--- src/rtl/bkm_steps_stream_driver.sv ---
// bkm_steps_stream_driver: buffered, handshaked operand source for bkm_steps.
// Binary operand vectors are queued in a DEPTH-entry FIFO. A single output
// register stage presents them as CSD data operands plus binary control
// operands under out_valid/out_ready.
// Optional feature macro: BKM_DRV_CNT_EN adds an internal counter source
// selected by src_sel=0. Without it, src_sel is ignored and the FIFO is the
// only source.

// Non-adjacent-form recoder: digit i is {csd[2i+1]=negative, csd[2i]=positive}.
// The input is treated as two's complement, so W digits always suffice.
module bin2csd #(
    parameter int W = 8
) (
    input  logic [W-1:0]   bin,
    output logic [2*W-1:0] csd
);
    logic [W:0] ext_s;
    logic       carry_s;

    assign ext_s = {bin[W-1], bin};

    // Ripple NAF recoding: an odd partial sum becomes -1 when the next bit is
    // set (carry forward), otherwise +1.
    always_comb begin
        csd     = '0;
        carry_s = 1'b0;
        for (int i = 0; i < W; i++) begin
            if (bin[i] ^ carry_s) begin
                if (ext_s[i+1]) begin
                    csd[2*i+1] = 1'b1;
                    carry_s    = 1'b1;
                end else begin
                    csd[2*i]   = 1'b1;
                    carry_s    = 1'b0;
                end
            end else begin
                carry_s = bin[i] & carry_s;
            end
        end
    end
endmodule

module bkm_steps_stream_driver #(
    parameter  int WD    = 72,
    parameter  int WC    = 21,
    parameter  int DEPTH = 8,
    localparam int AW    = $clog2(DEPTH)
) (
    input  logic            clk,
    input  logic            arst,
    input  logic            srst,
    input  logic            enable,
    input  logic            src_sel,
    input  logic            in_valid,
    output logic            in_ready,
    input  logic [WD-1:0]   X_in_bin,
    input  logic [WD-1:0]   Y_in_bin,
    input  logic [WC-1:0]   u_in_bin,
    input  logic [WC-1:0]   v_in_bin,
    output logic [2*WD-1:0] X_out_csd,
    output logic [2*WD-1:0] Y_out_csd,
    output logic [WC-1:0]   u_out_bin,
    output logic [WC-1:0]   v_out_bin,
    output logic            out_valid,
    input  logic            out_ready,
    output logic [AW:0]     fifo_level
);
    localparam int VW = 2*WD + 2*WC;

    logic [VW-1:0] mem_r [DEPTH];
    logic [AW-1:0] wr_ptr_r;
    logic [AW-1:0] rd_ptr_r;
    logic [AW:0]   level_r;
    logic [WD-1:0] x_r;
    logic [WD-1:0] y_r;
    logic [WC-1:0] u_r;
    logic [WC-1:0] v_r;
    logic          out_valid_r;

    logic          push_s;
    logic          pop_s;
    logic          load_s;
    logic          fifo_mode_s;
    logic          src_avail_s;
    logic          in_ready_s;
    logic [VW-1:0] head_s;
    logic [VW-1:0] new_vec_s;

`ifdef BKM_DRV_CNT_EN
    logic [WD-1:0] cnt_r;
    assign fifo_mode_s = src_sel;
`else
    logic          unused_src_sel_s;
    assign unused_src_sel_s = src_sel;
    assign fifo_mode_s      = 1'b1;
`endif

    // in_ready is forced low while either reset is asserted.
    assign in_ready_s  = enable & ~arst & ~srst & (level_r != (AW+1)'(DEPTH));
    assign push_s      = in_valid & in_ready_s;
    assign src_avail_s = fifo_mode_s ? (level_r != '0) : 1'b1;
    assign load_s      = enable & (~out_valid_r | out_ready) & src_avail_s;
    assign pop_s       = load_s & fifo_mode_s;
    assign head_s      = mem_r[rd_ptr_r];

    // Select the vector entering the output stage on load.
    always_comb begin
        new_vec_s = head_s;
`ifdef BKM_DRV_CNT_EN
        if (!fifo_mode_s) begin
            new_vec_s = {cnt_r, ~cnt_r, cnt_r[WC-1:0], cnt_r[WC-1:0]};
        end else begin
            new_vec_s = head_s;
        end
`endif
    end

    // FIFO storage; contents are only meaningful below fifo_level, so no reset.
    always_ff @(posedge clk) begin
        if (push_s) begin
            mem_r[wr_ptr_r] <= {X_in_bin, Y_in_bin, u_in_bin, v_in_bin};
        end
    end

    // FIFO pointers and occupancy; a simultaneous push and pop keeps the level.
    always_ff @(posedge clk or posedge arst) begin
        if (arst) begin
            wr_ptr_r <= '0;
            rd_ptr_r <= '0;
            level_r  <= '0;
        end else if (srst) begin
            wr_ptr_r <= '0;
            rd_ptr_r <= '0;
            level_r  <= '0;
        end else begin
            if (push_s) begin
                wr_ptr_r <= wr_ptr_r + 1'b1;
            end
            if (pop_s) begin
                rd_ptr_r <= rd_ptr_r + 1'b1;
            end
            case ({push_s, pop_s})
                2'b10:   level_r <= level_r + 1'b1;
                2'b01:   level_r <= level_r - 1'b1;
                default: level_r <= level_r;
            endcase
        end
    end

    // Output stage: load when empty or accepted, drop valid on accept-only,
    // otherwise hold data unchanged.
    always_ff @(posedge clk or posedge arst) begin
        if (arst) begin
            x_r         <= '0;
            y_r         <= '0;
            u_r         <= '0;
            v_r         <= '0;
            out_valid_r <= 1'b0;
        end else if (srst) begin
            x_r         <= '0;
            y_r         <= '0;
            u_r         <= '0;
            v_r         <= '0;
            out_valid_r <= 1'b0;
        end else if (load_s) begin
            {x_r, y_r, u_r, v_r} <= new_vec_s;
            out_valid_r          <= 1'b1;
        end else if (enable && out_ready) begin
            out_valid_r <= 1'b0;
        end
    end

`ifdef BKM_DRV_CNT_EN
    // Counter source advances once per counter-mode load, wrapping naturally.
    always_ff @(posedge clk or posedge arst) begin
        if (arst) begin
            cnt_r <= '0;
        end else if (srst) begin
            cnt_r <= '0;
        end else if (load_s && !fifo_mode_s) begin
            cnt_r <= cnt_r + 1'b1;
        end
    end
`endif

    bin2csd #(.W(WD)) u_csd_x (.bin(x_r), .csd(X_out_csd));
    bin2csd #(.W(WD)) u_csd_y (.bin(y_r), .csd(Y_out_csd));

    assign u_out_bin  = u_r;
    assign v_out_bin  = v_r;
    assign out_valid  = out_valid_r;
    assign in_ready   = in_ready_s;
    assign fifo_level = level_r;
endmodule

--- config.mk ---
export PLATFORM = sky130hd
export DESIGN_NAME = bkm_steps_stream_driver
export DESIGN_NICKNAME = d
export VERILOG_FILES = /design/src/rtl/bkm_steps_stream_driver.sv
export SDC_FILE = /design/constraint.sdc
export NUM_CORES = 2
export LEC_CHECK = 0
export ABC_AREA = 0
export BUFFER_PORTS_ARGS = -buffer_cell sky130_fd_sc_hd__buf_2
export CAP_MARGIN = 0
export CORE_MARGIN = 1.5
export CORE_UTILIZATION = 39
export CTS_BUF_LIST = sky130_fd_sc_hd__clkbuf_8
export DETAILED_ROUTE_END_ITERATION = 10
export GPL_TIMING_DRIVEN = 0
export PLACE_DENSITY = 0.56
export SLEW_MARGIN = 5
export SYNTH_ARGS = -nofsm -noshare
export SYNTH_HDL_FRONTEND = slang
export SYNTH_HIERARCHICAL = 1
export SYNTH_SLANG_ARGS = --single-unit
export TNS_END_PERCENT = 100
--- constraint.sdc ---
create_clock -name clk -period 59.8 [get_ports clk]
set_input_delay 2.99 -clock clk [delete_from_list [all_inputs] [get_ports clk]]
set_output_delay 2.99 -clock clk [all_outputs]
set_load 0.01 [all_outputs]
Word level (Yosys, flattened, before mapping). Memories as Yosys holds them, arrays and structs flattened. Cells that the tools add are included. Widths: inputs -> output; s select.

Bits in registers: 197. RAM bits: 1488. Input bits: 193. Output and inout bits: 336. Word-level logic and storage cells: 903. Memories kept: 1.

Add/sub/neg operators: 4. Equal/unequal tests: 3. Muxes and demuxes: 589. Bitwise gates (word level): 292. Reduce and logical (&&, ||, !) cells: 6.

Memories: mem_r (words 8, bits a word 186, read ports 1, clocked after Yosys merged registers in 0, write ports 1, line 70) `logic [VW-1:0] mem_r [DEPTH];`.

Operators with widths (number): $mux 1 (431); $mux 2 (144); $mux 72 (4); $and 1x1->1 (146); $xor 1x1->1 (142); $mux 21 (4); $mux 3 (4); $pmux 4 s2 (1); $add 3x1->3 const B (2); $reduce_bool 3->1 (2); $add 4x1->4 const B (1); $mux 4 (1); $ne 4x4->1 const B (1); $reduce_bool 2->1 (2); $reduce_bool 4->1 (1); $sub 4x1->4 const B (1); $not 1->1 (3); $eq 2x1->1 const B (1); $eq 2x2->1 const B (1); $logic_and 1x1->1 (1); $or 1x1->1 (1).

Longest topological paths before layout.
Depth after elaboration: 144. Depth in mapped cells: 139. Depth with buffers taken out: 139.

Hierarchy. Netlist, hierarchy kept.

By module, submodules not included: bkm_steps_stream_driver (instances 1, cells an instance 2851, area each 63090.5 µm², seq. area each 49612.6 µm²); bin2csd (instances 2, cells an instance 282, area each 2891.5 µm², seq. area each 0.0 µm²).

Worst setup path before layout. OpenSTA, ideal clock, no wires.

Path kind: register to output. From: register x_r[0]. To: output X_out_csd[142]. Arrival time: 42.102 ns. Required time: 56.810 ns. Setup slack: 14.708 ns. Stages on the path, launching flop included: 140. Cells stage by stage: dfrtp_1 -> o21a_1 -> ha_1 -> mux2_4 -> ha_1 -> mux2_4 -> ha_1 -> mux2_4 -> ha_1 -> mux2_4 -> ha_1 -> mux2_4 -> ha_1 -> mux2_4 -> ha_1 -> mux2_4 -> ha_1 -> mux2_4 -> [104 not listed] -> ha_1 -> mux2_4 -> ha_1 -> mux2_4 -> ha_1 -> mux2_4 -> ha_1 -> mux2_4 -> ha_1 -> mux2_4 -> ha_1 -> mux2_4 -> ha_1 -> mux2_4 -> ha_1 -> mux2_4 -> ha_1 -> nor3b_1.

Longest elaborated chain between the ends: 143. Elaborated cells between the ends (all ways): 213. Those cells by class: mux (72); bitwise (141).

Ends and longest elaborated chain: start: declaration (line 74) `logic [WD-1:0] x_r;`; start signal: assignment (line 166) `{x_r, y_r, u_r, v_r} <= new_vec_s;`; $mux 1 (*) (line 28) `if (bin[i] ^ carry_s) begin`; $and 1x1->1 or $xor 1x1->1 (tied branches) (line 37, 28); $mux 1 (*) (line 28); $and 1x1->1 or $xor 1x1->1 (tied branches) (line 37, 28); $mux 1 (*) (line 28); $and 1x1->1 or $xor 1x1->1 (tied branches) (line 37, 28); $mux 1 (*) (line 28); $and 1x1->1 or $xor 1x1->1 (tied branches) (line 37, 28); [127 not listed]; $and 1x1->1 or $xor 1x1->1 (tied branches) (line 37, 28); $mux 1 (*) (line 28); $and 1x1->1 or $xor 1x1->1 (tied branches) (line 37, 28); $mux 1 (*) (line 28); $and 1x1->1 or $xor 1x1->1 (tied branches) (line 37, 28); $mux 1 (*) (line 28); $xor 1x1->1 (*) (line 28); $mux 2 (*) (line 28); end: declaration (line 60) `output logic [2*WD-1:0] X_out_csd,`.

Every way passes the cells marked *; elsewhere a longest branch is shown, timed or not.

Worst setup path after layout.
From: register y_r[0]. To: output Y_out_csd[142].

Longest elaborated chain between the ends: 143. Elaborated cells between the ends (all ways): 213. Those cells by class: mux (72); bitwise (141).

Ends and longest elaborated chain: start: declaration (line 75) `logic [WD-1:0] y_r;`; start signal: assignment (line 166); $mux 1 (*) (line 28); $and 1x1->1 or $xor 1x1->1 (tied branches) (line 37, 28); $mux 1 (*) (line 28); $and 1x1->1 or $xor 1x1->1 (tied branches) (line 37, 28); $mux 1 (*) (line 28); $and 1x1->1 or $xor 1x1->1 (tied branches) (line 37, 28); $mux 1 (*) (line 28); $and 1x1->1 or $xor 1x1->1 (tied branches) (line 37, 28); [127 not listed]; $and 1x1->1 or $xor 1x1->1 (tied branches) (line 37, 28); $mux 1 (*) (line 28); $and 1x1->1 or $xor 1x1->1 (tied branches) (line 37, 28); $mux 1 (*) (line 28); $and 1x1->1 or $xor 1x1->1 (tied branches) (line 37, 28); $mux 1 (*) (line 28); $xor 1x1->1 (*) (line 28); $mux 2 (*) (line 28); end: declaration (line 61) `output logic [2*WD-1:0] Y_out_csd,`.

Marked as above.

==> summary.txt <==
Logic synthesis
  • Avg Cell Area, Syn: 20.17 um2
  • Ys Warns: 6
  • Post-synth EDFFs: 1488
  • Post-Syn Area: 68870 um2
  • Ys async rst share: 11.69%
  • Synth Area in Simple Gates: 4.166%
  • Main combinational cell family by area after synthesis: multiplexers
  • Count of distinct cell types in the synthesized netlist: 39
  • Post-synthesis xor/xnor area fraction: 0.08902%
  • Syn Inst Count: 3415
  • Post-synthesis mux area share: 17.88%
  • Post-synth net total: 3750
  • Seq/Total Area, Yosys: 72.03%
  • Seq cells post-synth: 1685
  • Main synth FF type: edfxtp_1
  • Adder-Cell Fraction of Synth Area: 2.580%
  • Synth Area in Compound Gates: 2.207%

Worst setup path
  • Critical path's slowest cell: dfrtp_1
  • Most numerous cell on the critical path: ha_1
  • Delay-heaviest family, CP: adder cells
  • Critical Path End Type: output pin
  • R2r worst-path depth: 12
  • Crit path launch: y_r[0]$_DFFE_PP0P_
  • Worst reg-to-reg setup slack: 55.75 ns
  • Worst Setup Start Kind: register
  • Crit path DAT: 44.99 ns
  • Worst EP required: 56.81 ns
  • Critical R2R Launch: fifo_level[1]$_DFFE_PP0P_
  • CP max FO: 6
  • Critical path class: reg -> out
  • R2R Path End: mem_r[0][95]$_DFFE_PP_
  • CP max stage delay: 0.47 ns
  • Critical path buffer and inverter count: 1

Final layout
  • Area delta synth->final: 18.68%
  • Most common cell after layout, fill and taps aside: edfxtp_1
  • Commonest non-fill, non-tap cells in the layout: 1488 x edfxtp_1, 590 x buf_2, 372 x mux4_2, 323 x clkbuf_8, 197 x dfrtp_1
  • Fillers: 15110
  • Register area: 49610 um2
  • Final #Nets: 4694
  • Multi-input gate area: 18600 um2
  • Proportion of layout cells with a drive suffix above 1: 37.53%

STA
  • Relative slew slack: 18.42%
  • Worst-Margin Slew: 1.224 ns
  • Max-slew violation count: 0
  • Hold Fails Final Rpt: 0
  • Post-Route Setup TNS: 0 ns
  • Final Critical Period: 47.98 ns
  • Period utilization: 80.23%
  • RSZ-0062 raised after global routing: no
  • Setup violators final: 0
  • Min setup slack post-route: 11.82 ns
  • Setup Skew: 0.06251 ns
  • Fmax: 20.84 MHz

Route
  • DRC: 0
  • Met2 routed WL: 82.91 mm
  • Vias per cell: 5.123
  • Routed WL per cell: 24.22 um
  • Met3 wire length: 8.824 mm
  • Final wirelength: 167.7 mm
  • Vias: 35480
  • Drt pass-1 iters: 5
  • Initial DRC count: 2485
  • ANT nets after route: 0
  • Wl on met1: 70.39 mm
  • Highest routed layer: met5

Outcome
  • Status: completed

Floorplan
  • Die area: 179100 um2
  • Die width: 423.2 um
  • Initial Util: 39.19%
  • Core Area: 175700 um2
  • Num rows: 154
  • I/O pins: 529
  • Die height: 423.2 um

Clocking
  • Clock-pin slew on the worst setup and hold paths: 0.06 ns
  • Total clock sinks: 1685
  • CTS Hold Bufs: 0
  • CTS tree: built
  • Buffer depth of the longest clock path: 4
  • H-tree levels: 5
  • Post_cts resized: 0
  • CTS root buffer: clkbuf_8
  • Num CTS Buffers: 299
  • Clock latency on the worst-skew pair: 0.99 ns
  • Post-CTS Setup Inserts: 0

Placement
  • Setup WS pre-CTS: 12.93 ns
  • IO Port Bufs: 527
  • DP HPWL: 110.9 mm
  • Global placer's final weighted congestion: 0.7262

Run
  • Max Cap Violations: 0

Global routing
  • Initial antenna violation count: 71
  • GRT overflow: 0
  • Vias in the first global route: 36640
  • First-pass GRT wire length: 245.8 mm
  • Total track usage: 18.66%
  • Largest net degree at the start of global routing: 88

Worst hold path
  • Min-delay src: out_valid$_DFFE_PP0P_
  • Cells on Worst Hold Path: 2
  • Hold Crit Class: reg -> reg
  • Hold endpoint: out_valid$_DFFE_PP0P_

Power
  • Max IR drop VDD: 21.20 uV
  • Leak: 0.02927 uW
  • PD cells: 36.26 nW/um2
## stage by stage
step	hold WS, ns	total power, uW	utilization, %	area, um2	std cells
2_1_floorplan	0.5480	1814	-	68870	3415
3_3_place_gp	0.5410	2028	42.36	74440	6282
3_5_place_dp	0.5365	2034	43.46	76370	6398
4_1_cts	0.5436	3013	46.50	81710	6912
5_1_grt	0.5740	3115	46.51	81730	6921
6_report	0.5414	2964	46.52	81740	6925
## per-layer routing
metal  global-route usage (%)  up-vias
met1                    24.40    18340
met3                    4.192      344
met4                    6.714       34
met5                        0        -
met2                    30.57      970
li1                         -    15790
## worst max path at each step
stage | slack, ns | to | cells past startpoint
after floorplan | 14.71 | X_out_csd[142] | 139
after global placement | 13.10 | Y_out_csd[142] | 140
after detailed placement | 12.93 | Y_out_csd[142] | 140
after CTS | 11.62 | Y_out_csd[142] | 140
after global routing | 10.00 | Y_out_csd[142] | 140
final | 11.82 | Y_out_csd[142] | 140
## layout make-up
type,instances,share of cell area (%)
Sequential cell,1685,60.69
Multi-Input combinational cell,1559,22.75
Timing Repair Buffer,643,5.507
Clock buffer,323,5.438
Tap cell,2340,3.582
Clock inverter,191,1.093
Buffer,168,0.8740
Antenna cell,13,0.03980
Inverter,3,0.02296
## sequential cells by signal, indices dropped and copies added, names as in the netlist
| signal | count |
|---|---|
| mem_r | 1488 |
| x_r | 72 |
| y_r | 72 |
| u_out_bin | 21 |
| v_out_bin | 21 |
| fifo_level | 4 |
| rd_ptr_r | 3 |
| wr_ptr_r | 3 |
| out_valid | 1 |
## cells in the mapped netlist (7+ instances only)
| master | n | share of area (%) |
|---|---|---|
| edfxtp_1 | 1488 | 65 |
| mux4_2 | 372 | 12 |
| nor2_1 | 201 | 1.1 |
| dfrtp_1 | 197 | 7.2 |
| mux2i_1 | 188 | 2.7 |
| a211oi_1 | 186 | 2.0 |
| ha_1 | 142 | 2.6 |
| nor2b_1 | 141 | 1.3 |
| mux2_4 | 136 | 3.0 |
| and2_2 | 132 | 1.4 |
| clkbuf_1 | 98 | 0.53 |
| buf_2 | 63 | 0.46 |
| nand2_1 | 11 | 0.060 |
| and2_1 | 8 | 0.073 |
| buf_1 | 7 | 0.038 |
## power by group
part | total, uW | internal, uW | switching (uW)
registers | 1390 | 1330 | 58.8
clock network | 970 | 515 | 454
logic | 607 | 280 | 327
total | 2960 | 2120 | 840
## worst min-delay path: cells and delay by family (launching register included)
family / cells / cell delay [ns]
AND/OR/NAND/NOR: 1 / 0.06
flip-flops: 1 / 0.38
AO/OA/AOI/OAI: 1 / 0.05
## kinds of logic after synthesis
logic type / Yosys count
DFF: 1685
AOI/OAI and AO/OA: 202
xor gates and xnor gates: 7
adders and majority gates: 142
and+or+nand+nor: 511
muxes: 697
buffers and inverters: 171
(Power assumes the default switching activity.)
